`src/rtl/pc_sequencer.sv`:
```
// Fetch-stage program counter with BOOT/RUN/HALT sequencing and a PC history delay line.
// Optional build macro PC_ALIGN_CHECK_EN: misaligned redirect targets trap to the exception vector.
module pc_sequencer #(
   parameter int          WIDTH        = 32,
   parameter logic [31:0] RESET_VECTOR = 32'h00400000,
   parameter logic [31:0] EXC_VECTOR   = 32'h00400004,
   parameter int          STEP         = 4,
   parameter int          HIST_DEPTH   = 3
) (
   input  logic                        clock,
   input  logic                        reset,
   input  logic                        enable,
   input  logic                        pause,
   input  logic                        redirect,
   input  logic [WIDTH-1:0]            redirect_target,
   input  logic                        exception,
   input  logic                        halt_req,
   input  logic                        resume,
   output logic [WIDTH-1:0]            pc_output,
   output logic                        pc_valid,
   output logic                        halted,
   output logic [HIST_DEPTH*WIDTH-1:0] pc_hist,
   output logic                        misalign
);

   localparam logic [WIDTH-1:0] RST_PC = WIDTH'(RESET_VECTOR);
   localparam logic [WIDTH-1:0] EXC_PC = WIDTH'(EXC_VECTOR);
   localparam logic [WIDTH-1:0] STEP_W = WIDTH'(STEP);

   typedef enum logic [1:0] {BOOT, RUN, HALT} state_t;

   state_t           state;
   state_t           next_state;
   logic [WIDTH-1:0] pc_next;
   logic             load;
   logic             misalign_next;
   logic [WIDTH-1:0] hist [HIST_DEPTH];

   // pc_valid/halted are derived from next_state so they change on the same edge as the state
   always_ff @(posedge clock) begin
      if (reset) begin
         state     <= BOOT;
         pc_output <= RST_PC;
         pc_valid  <= 1'b0;
         halted    <= 1'b0;
         misalign  <= 1'b0;
         for (int k = 0; k < HIST_DEPTH; k++) hist[k] <= '0;
      end else begin
         state    <= next_state;
         pc_valid <= (next_state == RUN);
         halted   <= (next_state == HALT);
         misalign <= misalign_next;
         if (load) begin
            pc_output <= pc_next;
            hist[0]   <= pc_output;
            for (int k = 1; k < HIST_DEPTH; k++) hist[k] <= hist[k-1];
         end
      end
   end

   always_comb begin
      next_state = state;
      case (state)
         BOOT: next_state = RUN;
         RUN:  if (!exception && !redirect && halt_req) next_state = HALT;
         HALT: if (exception || resume) next_state = RUN;
         default: next_state = BOOT;
      endcase
   end

   // A redirect wins over pause, so only step advance is gated by pause/halt_req
   always_comb begin
      pc_next       = pc_output;
      load          = 1'b0;
      misalign_next = 1'b0;
      case (state)
         RUN: begin
            if (exception) begin
               pc_next = EXC_PC;
               load    = 1'b1;
            end else if (redirect) begin
               load = 1'b1;
`ifdef PC_ALIGN_CHECK_EN
               if (redirect_target[1:0] != 2'b00) begin
                  pc_next       = EXC_PC;
                  misalign_next = 1'b1;
               end else begin
                  pc_next = redirect_target;
               end
`else
               pc_next = redirect_target;
`endif
            end else if (!halt_req && !pause && enable) begin
               pc_next = pc_output + STEP_W;
               load    = 1'b1;
            end
         end
         HALT: begin
            if (exception) begin
               pc_next = EXC_PC;
               load    = 1'b1;
            end
         end
         default: ;
      endcase
   end

   for (genvar g = 0; g < HIST_DEPTH; g++) begin : g_hist
      assign pc_hist[g*WIDTH +: WIDTH] = hist[g];
   end

endmodule

```
`config.mk`:
```
export PLATFORM = sky130hd
export DESIGN_NAME = pc_sequencer
export DESIGN_NICKNAME = d
export VERILOG_FILES = /design/src/rtl/pc_sequencer.sv
export SDC_FILE = /design/constraint.sdc
export NUM_CORES = 1
export LEC_CHECK = 0
export ABC_AREA = 1
export CAP_MARGIN = 10
export CORE_ASPECT_RATIO = 1.1
export CORE_MARGIN = 10
export CORE_UTILIZATION = 41
export CTS_CLUSTER_DIAMETER = 150
export DETAILED_ROUTE_END_ITERATION = 12
export PLACE_DENSITY = 0.69
export SYNTH_ARGS = -nofsm -noshare
export SYNTH_HDL_FRONTEND = slang
export SYNTH_SLANG_ARGS = --single-unit
```
`constraint.sdc`:
```
create_clock -name clock -period 4.1 [get_ports clock]
set_input_delay 0.41 -clock clock [delete_from_list [all_inputs] [get_ports clock]]
set_output_delay 0.41 -clock clock [all_outputs]
set_load 0.02 [all_outputs]
```
==> flow_metrics.env, run 1 <==
export IMPL_grt_pass1_vias=5196
export IMPL_worst_pin_slew_ns=0.501
export IMPL_start_util_pct=42.2
export IMPL_crit_type="reg2reg"
export IMPL_worstSetupStartpoint="state[0]$_SDFF_PP0_"
export IMPL_gp_congestion=0.961
export IMPL_synthSimpleGateAreaFrac_pct=30.0
export IMPL_grt_max_degree=58
export IMPL_post_place_cells=1114
export IMPL_syn_inst=762
export IMPL_final_area_sq_um=9120
export IMPL_period_needed_ns=2.36
export IMPL_fin_cells=1145
export IMPL_critPathMaxStageDelay_ns=0.42
export IMPL_die_y_um=154
export IMPL_vdd_ir_drop_max_mv=0.270
export IMPL_drive_gt1_share_pct=11.2
export IMPL_syn2layout_area_growth_pct=36.2
export IMPL_cts_tree="yes"
export IMPL_clk_pin_slew_ns=0.06
export IMPL_setup_violations=0
export IMPL_cts_resized=0
export IMPL_insertion_delay_ns=0.40
export IMPL_fin_crit_sh_pct=57.5
export IMPL_tns_ns=0
export IMPL_holdCritPathClass="reg2reg"
export IMPL_pin_count=171
export IMPL_port_buffers=169
export IMPL_drv_cap=0
export IMPL_grt_pass1_wl_um=27400
export IMPL_synth_compound_area_share_pct=4.60
export IMPL_n_fill_cell=1463
export IMPL_hpwl_um=13100
export IMPL_critPathRequiredTime_ns=4.25
export IMPL_syn_num_nets=807
export IMPL_slew_violations=0
export IMPL_cpLargestDelayFamily="simple AND/OR/NAND/NOR gates"
export IMPL_ys_seq_elements=132
export IMPL_synth_seq_area_share_pct=53.8
export IMPL_synthArstFlopShare_pct=0
export IMPL_critical_path_cell_chain="inv_1 > ha_1 > nand2_1 > nand2_4 > nand2_2 > inv_2 > nand2_8 > buf_4 > nor2_1"
export IMPL_route_detailed_wl_per_inst_um=15.0
export IMPL_start_kind="flip-flop"
export IMPL_htree_levels=4
export IMPL_vias=5293
export IMPL_dr_pass1_iters=5
export IMPL_cts_sinks=132
export IMPL_hold_viol_final=0
export IMPL_avgViaCountPerCell=4.62
export IMPL_cts_max_path_buffers=2
export IMPL_synth_top_family_by_area="simple AND/OR/NAND/NOR gates"
export IMPL_hold_buffers=0
export IMPL_num_rows=48
export IMPL_cp_slowest_cell="dfxtp_1"
export IMPL_hold_path_startpoint="pc_output[31]$_SDFFE_PP0P_"
export IMPL_worstSetupEndpointType="flip-flop"
export IMPL_outcome="complete, no violations"
export IMPL_cts_root_buf="clkbuf_16"
export IMPL_placed_area_sq_um=8510
export IMPL_path_buf_inv=3
export IMPL_routed_wl_um=17200
export IMPL_rsz0062_at_grt="no"
export IMPL_core_area_sq_um=15900
export IMPL_die_w_um=142
export IMPL_r2r_start="state[0]$_SDFF_PP0_"
export IMPL_cp_data_arrival_time_ns=2.50
export IMPL_drc_errors=0
export IMPL_dieArea_sq_um=21800
export IMPL_drtIter0Drc=413
export IMPL_fmax_ghz=0.424
export IMPL_cts_buffers=17
export IMPL_antenna_found_initial=0
export IMPL_crit_path_max_fanout=57
export IMPL_fin_nets=978
export IMPL_cts_setup_buffers=0
export IMPL_max_slew_margin_rel_pct=66.6
export IMPL_avgSynthCellArea_sq_um=8.78
export IMPL_ant_nets=0
export IMPL_yosysWarnings=0
export IMPL_synthAdderAreaFrac_pct=0.935
export IMPL_synth_mux_area_share_pct=0
export IMPL_synthesis_area_sq_um=6690
export IMPL_synthXorXnorAreaFrac_pct=0.393
export IMPL_p_leak_uw=0.00330
export IMPL_grt_overflow_total=0
export IMPL_synth_top_flop_cell="edfxtp_1"
export IMPL_fin_skew_ns=0.00770
export IMPL_antenna_cells=0
export IMPL_synth_edf_count=96
export IMPL_ys_types=34
export IMPL_grt_use_total_pct=15.6
export IMPL_power_density_nw_per_um2=383
[synthesized netlist by cell type, types with 2 or more instances]
cell type,instances,area [sq um]
a21oi_1,29,145
buf_12,4,80.1
buf_2,9,45.0
buf_4,2,15.0
buf_6,3,33.8
clkbuf_1,6,22.5
dfxtp_1,36,721
edfxtp_1,96,2880
ha_1,5,62.6
inv_1,121,454
inv_2,4,15.0
nand2_1,165,619
nand2_4,3,33.8
nand3_1,42,210
nor2_1,140,526
nor2_2,11,68.8
nor2_4,41,462
nor3_1,3,15.0
o21ai_0,17,85.1
o21ai_1,9,45.0
xor2_1,3,26.3
[cells by family after synthesis]
kind of cell	Yosys count
other cells	1
flops	132
xor+xnor	3
simple gates	412
fa+ha+maj	5
compound gates	59
buf+inv	150
[path summary, 6_finish.rpt]
| check | end | slack [ns] | cells after the start |
|---|---|---|---|
| worst max-delay path | hist[0][48]$_SDFFCE_PN0P_ | 1.74 | 9 |
| worst min-delay path | pc_output[31]$_SDFFE_PP0P_ | 0.51 | 2 |
| worst max register to register | hist[0][48]$_SDFFCE_PN0P_ | 1.74 | 9 |
| worst min register to register | pc_output[31]$_SDFFE_PP0P_ | 0.51 | 2 |
[layout make-up]
class                   count  area, sq um  area share [%]
clock inverters            14          179            1.96
repair buffers            177         1760            19.3
clock buffers              17          425            4.67
multi-input cells         480         2430            26.6
inverters                 125          469            5.15
flip-flops and latches    132         3600            39.5
well taps                 200          250            2.74
[sequential cells by signal, summed over array words and instances (netlist names)]
register   cells
halted         1
hist          96
pc_output     32
pc_valid       1
state          2
[metrics by stage]
stage,setup slack (ns),hold slack [ns],util [%],power [uW]
after floorplan,0.628,0.565,-,1790
after global placement,1.41,0.494,53.7,1990
after detailed placement,1.36,0.500,53.7,1990
after CTS,1.73,0.511,57.5,3520
after global routing,1.59,0.524,57.5,3620
final,1.74,0.515,57.5,3490
[cells in the final DEF (no fill, tap or decap), types with 29 or more instances in the layout]
cell	count
edfxtp_1	96
nand2_1	164
inv_1	121
nand3_1	42
a21oi_1	29
nor2_1	140
dfxtp_1	36
clkdlybuf4s50_1	169
nor2_4	41
[report_power, final]
part	switching, uW	internal [uW]	leakage (uW)
clock	573	961	0.000287
sequential	37.8	1500	0.00129
combinational	244	176	0.00172
[worst min-delay path, delay by kind of cell, from the launching register on]
kind	cells	cell delay (ns)
and+or+nand+nor	1	0.07
DFF	1	0.34
AOI/OAI and AO/OA	1	0.06
[metal layers]
metal	global-route usage, %	up-vias	share of wire, %
li1	-	2716	-
met1	18.0	2404	41
met2	26.4	150	50
met3	4.96	23	7.2
met4	5.46	0	2.1
met5	0	-	0
Note: power is estimated with default switching activity, not from simulation.
==> inputs of run 2 (changes only) <==
clock period = 2.4 ns   (was 4.1 ns; I/O delays follow)
==> flow_metrics.env, run 2 (same netlist as run 1, synthesis figures left out) <==
export IMPL_avgViaCountPerCell=4.67
export IMPL_crit_path_max_fanout=16
export IMPL_clk_pin_slew_ns=0.06
export IMPL_num_rows=48
export IMPL_core_area_sq_um=15900
export IMPL_cts_setup_buffers=0
export IMPL_worstSetupEndpoint="pc_output[21]$_SDFFE_PP0P_"
export IMPL_max_slew_margin_rel_pct=65.7
export IMPL_hold_buffers=0
export IMPL_pin_count=171
export IMPL_port_buffers=169
export IMPL_outcome="complete, no violations"
export IMPL_hold_viol_final=0
export IMPL_route_detailed_wl_per_inst_um=15.4
export IMPL_grt_overflow_total=0
export IMPL_cts_sinks=132
export IMPL_antenna_found_initial=0
export IMPL_rsz0062_at_grt="no"
export IMPL_wl_met2_um=8910
export IMPL_fin_cells=1153
export IMPL_placed_area_sq_um=8650
export IMPL_top_register="hist"
export IMPL_gp_congestion=0.969
export IMPL_r2r_end="pc_output[21]$_SDFFE_PP0P_"
export IMPL_worstSetupEndpointType="flip-flop"
export IMPL_cts_tree="yes"
export IMPL_dr_pass1_iters=5
export IMPL_cts_max_path_buffers=2
export IMPL_grt_max_degree=43
export IMPL_fin_skew_ns=0.00808
export IMPL_start_util_pct=42.2
export IMPL_drc_errors=0
export IMPL_antenna_cells=0
export IMPL_reg_top3="hist (96), pc_output (32), state (2)"
export IMPL_grt_pass1_vias=5265
export IMPL_critPathRequiredTime_ns=2.76
export IMPL_grt_pass1_wl_um=27800
export IMPL_start_kind="flip-flop"
export IMPL_fmax_ghz=0.473
export IMPL_drive_gt1_share_pct=11.3
export IMPL_grt_use_total_pct=16.0
export IMPL_multi_input_area_sq_um=2430
export IMPL_drtIter0Drc=469
export IMPL_cp_data_arrival_time_ns=2.47
export IMPL_reg2reg_slack_ns=0.29
export IMPL_final_cell_mix="169 x clkdlybuf4s50_1, 164 x nand2_1, 140 x nor2_1"
export IMPL_final_area_sq_um=9240
export IMPL_drv_cap=0
export IMPL_slew_violations=0
export IMPL_syn2layout_area_growth_pct=38.1
export IMPL_power_density_nw_per_um2=650
export IMPL_ant_nets=0
export IMPL_cts_root_buf="clkbuf_16"
export IMPL_holdCritPathClass="in2reg"
export IMPL_dieArea_sq_um=21800
export IMPL_cts_resized=0
export IMPL_final_common_cell="clkdlybuf4s50_1"
export IMPL_tns_ns=0
export IMPL_vias=5388
export IMPL_die_y_um=154
export IMPL_insertion_delay_ns=0.42
export IMPL_highest_layer="met4"
export IMPL_fin_crit_sh_pct=88.0
export IMPL_hpwl_um=13600
export IMPL_p_leak_uw=0.00338
export IMPL_period_needed_ns=2.11
export IMPL_vdd_ir_drop_max_mv=0.474
export IMPL_routed_wl_met3_um=1460
export IMPL_wl_met1_um=6980
export IMPL_crit_type="reg2reg"
export IMPL_n_fill_cell=1387
export IMPL_routed_wl_um=17800
export IMPL_r2r_cells=10
export IMPL_largest_reg_flops=96
export IMPL_register_area_sq_um=3600
export IMPL_worstSetupStartpoint="state[0]$_SDFF_PP0_"
export IMPL_r2r_start="state[0]$_SDFF_PP0_"
export IMPL_setup_violations=0
export IMPL_cts_buffers=17
export IMPL_htree_levels=4
export IMPL_worst_pin_slew_ns=0.514
export IMPL_die_w_um=142
export IMPL_fin_nets=986
export IMPL_post_place_cells=1122
==> run 2: cell type report <==
class / instances / share of cell area [%]
Clock buffer: 18 / 4.64
Clock inverter: 13 / 1.79
Inverter: 125 / 5.08
Multi-Input combinational cell: 480 / 26.2
Sequential cell: 132 / 39.0
Tap cell: 200 / 2.71
Timing Repair Buffer: 185 / 20.5
==> run 2: worst max-delay path, cell delays in order, from the launching register on <==
cell	delay, ns
dfxtp_1	0.41
inv_1	0.09
ha_1	0.28
inv_1	0.08
nand2_1	0.17
inv_2	0.17
nand4_4	0.34
buf_4	0.28
nor2_2	0.07
nand2_1	0.05
a21oi_1	0.12
==> run 2: worst min path at each step <==
| stage | startpoint | end | slack (ns) | depth (start not counted) |
|---|---|---|---|---|
| final | redirect_target[0] | pc_output[0]$_SDFFE_PP0P_ | 0.46 | 3 |
| after global routing | redirect_target[0] | pc_output[0]$_SDFFE_PP0P_ | 0.44 | 3 |
| after CTS | redirect_target[0] | pc_output[0]$_SDFFE_PP0P_ | 0.44 | 3 |
| after detailed placement | pc_output[31]$_SDFFE_PP0P_ | pc_output[31]$_SDFFE_PP0P_ | 0.50 | 2 |
| after global placement | pc_output[31]$_SDFFE_PP0P_ | pc_output[31]$_SDFFE_PP0P_ | 0.49 | 2 |
| after floorplan | redirect_target[0] | pc_output[0]$_SDFFE_PP0P_ | 0.40 | 2 |
==> run 2: power by group <==
| group | leakage (uW) | internal [uW] | switching (uW) | total (uW) |
|---|---|---|---|---|
| Clock | 0.000287 | 1710 | 924 | 2630 |
| Sequential | 0.00129 | 2560 | 60.7 | 2630 |
| Combinational | 0.00180 | 319 | 428 | 747 |
==> run 2: per-layer routing <==
layer	track usage, %	vias to the layer above
li1	-	2737
met1	18.3	2421
met2	27.0	201
met3	5.45	29
met4	6.23	0
met5	0	-
==> run 2: stage by stage <==
step                worst slack (ns)  total power [uW]  util (%)  hold WS (ns)
global route                   0.156              6200      58.3         0.440
detailed placement             0.262              3430      54.5         0.504
floorplan                      0.374              3060         -         0.400
CTS                            0.304              6050      58.3         0.441
global placement               0.331              3420      54.5         0.491
finish                         0.288              6000      58.3         0.459
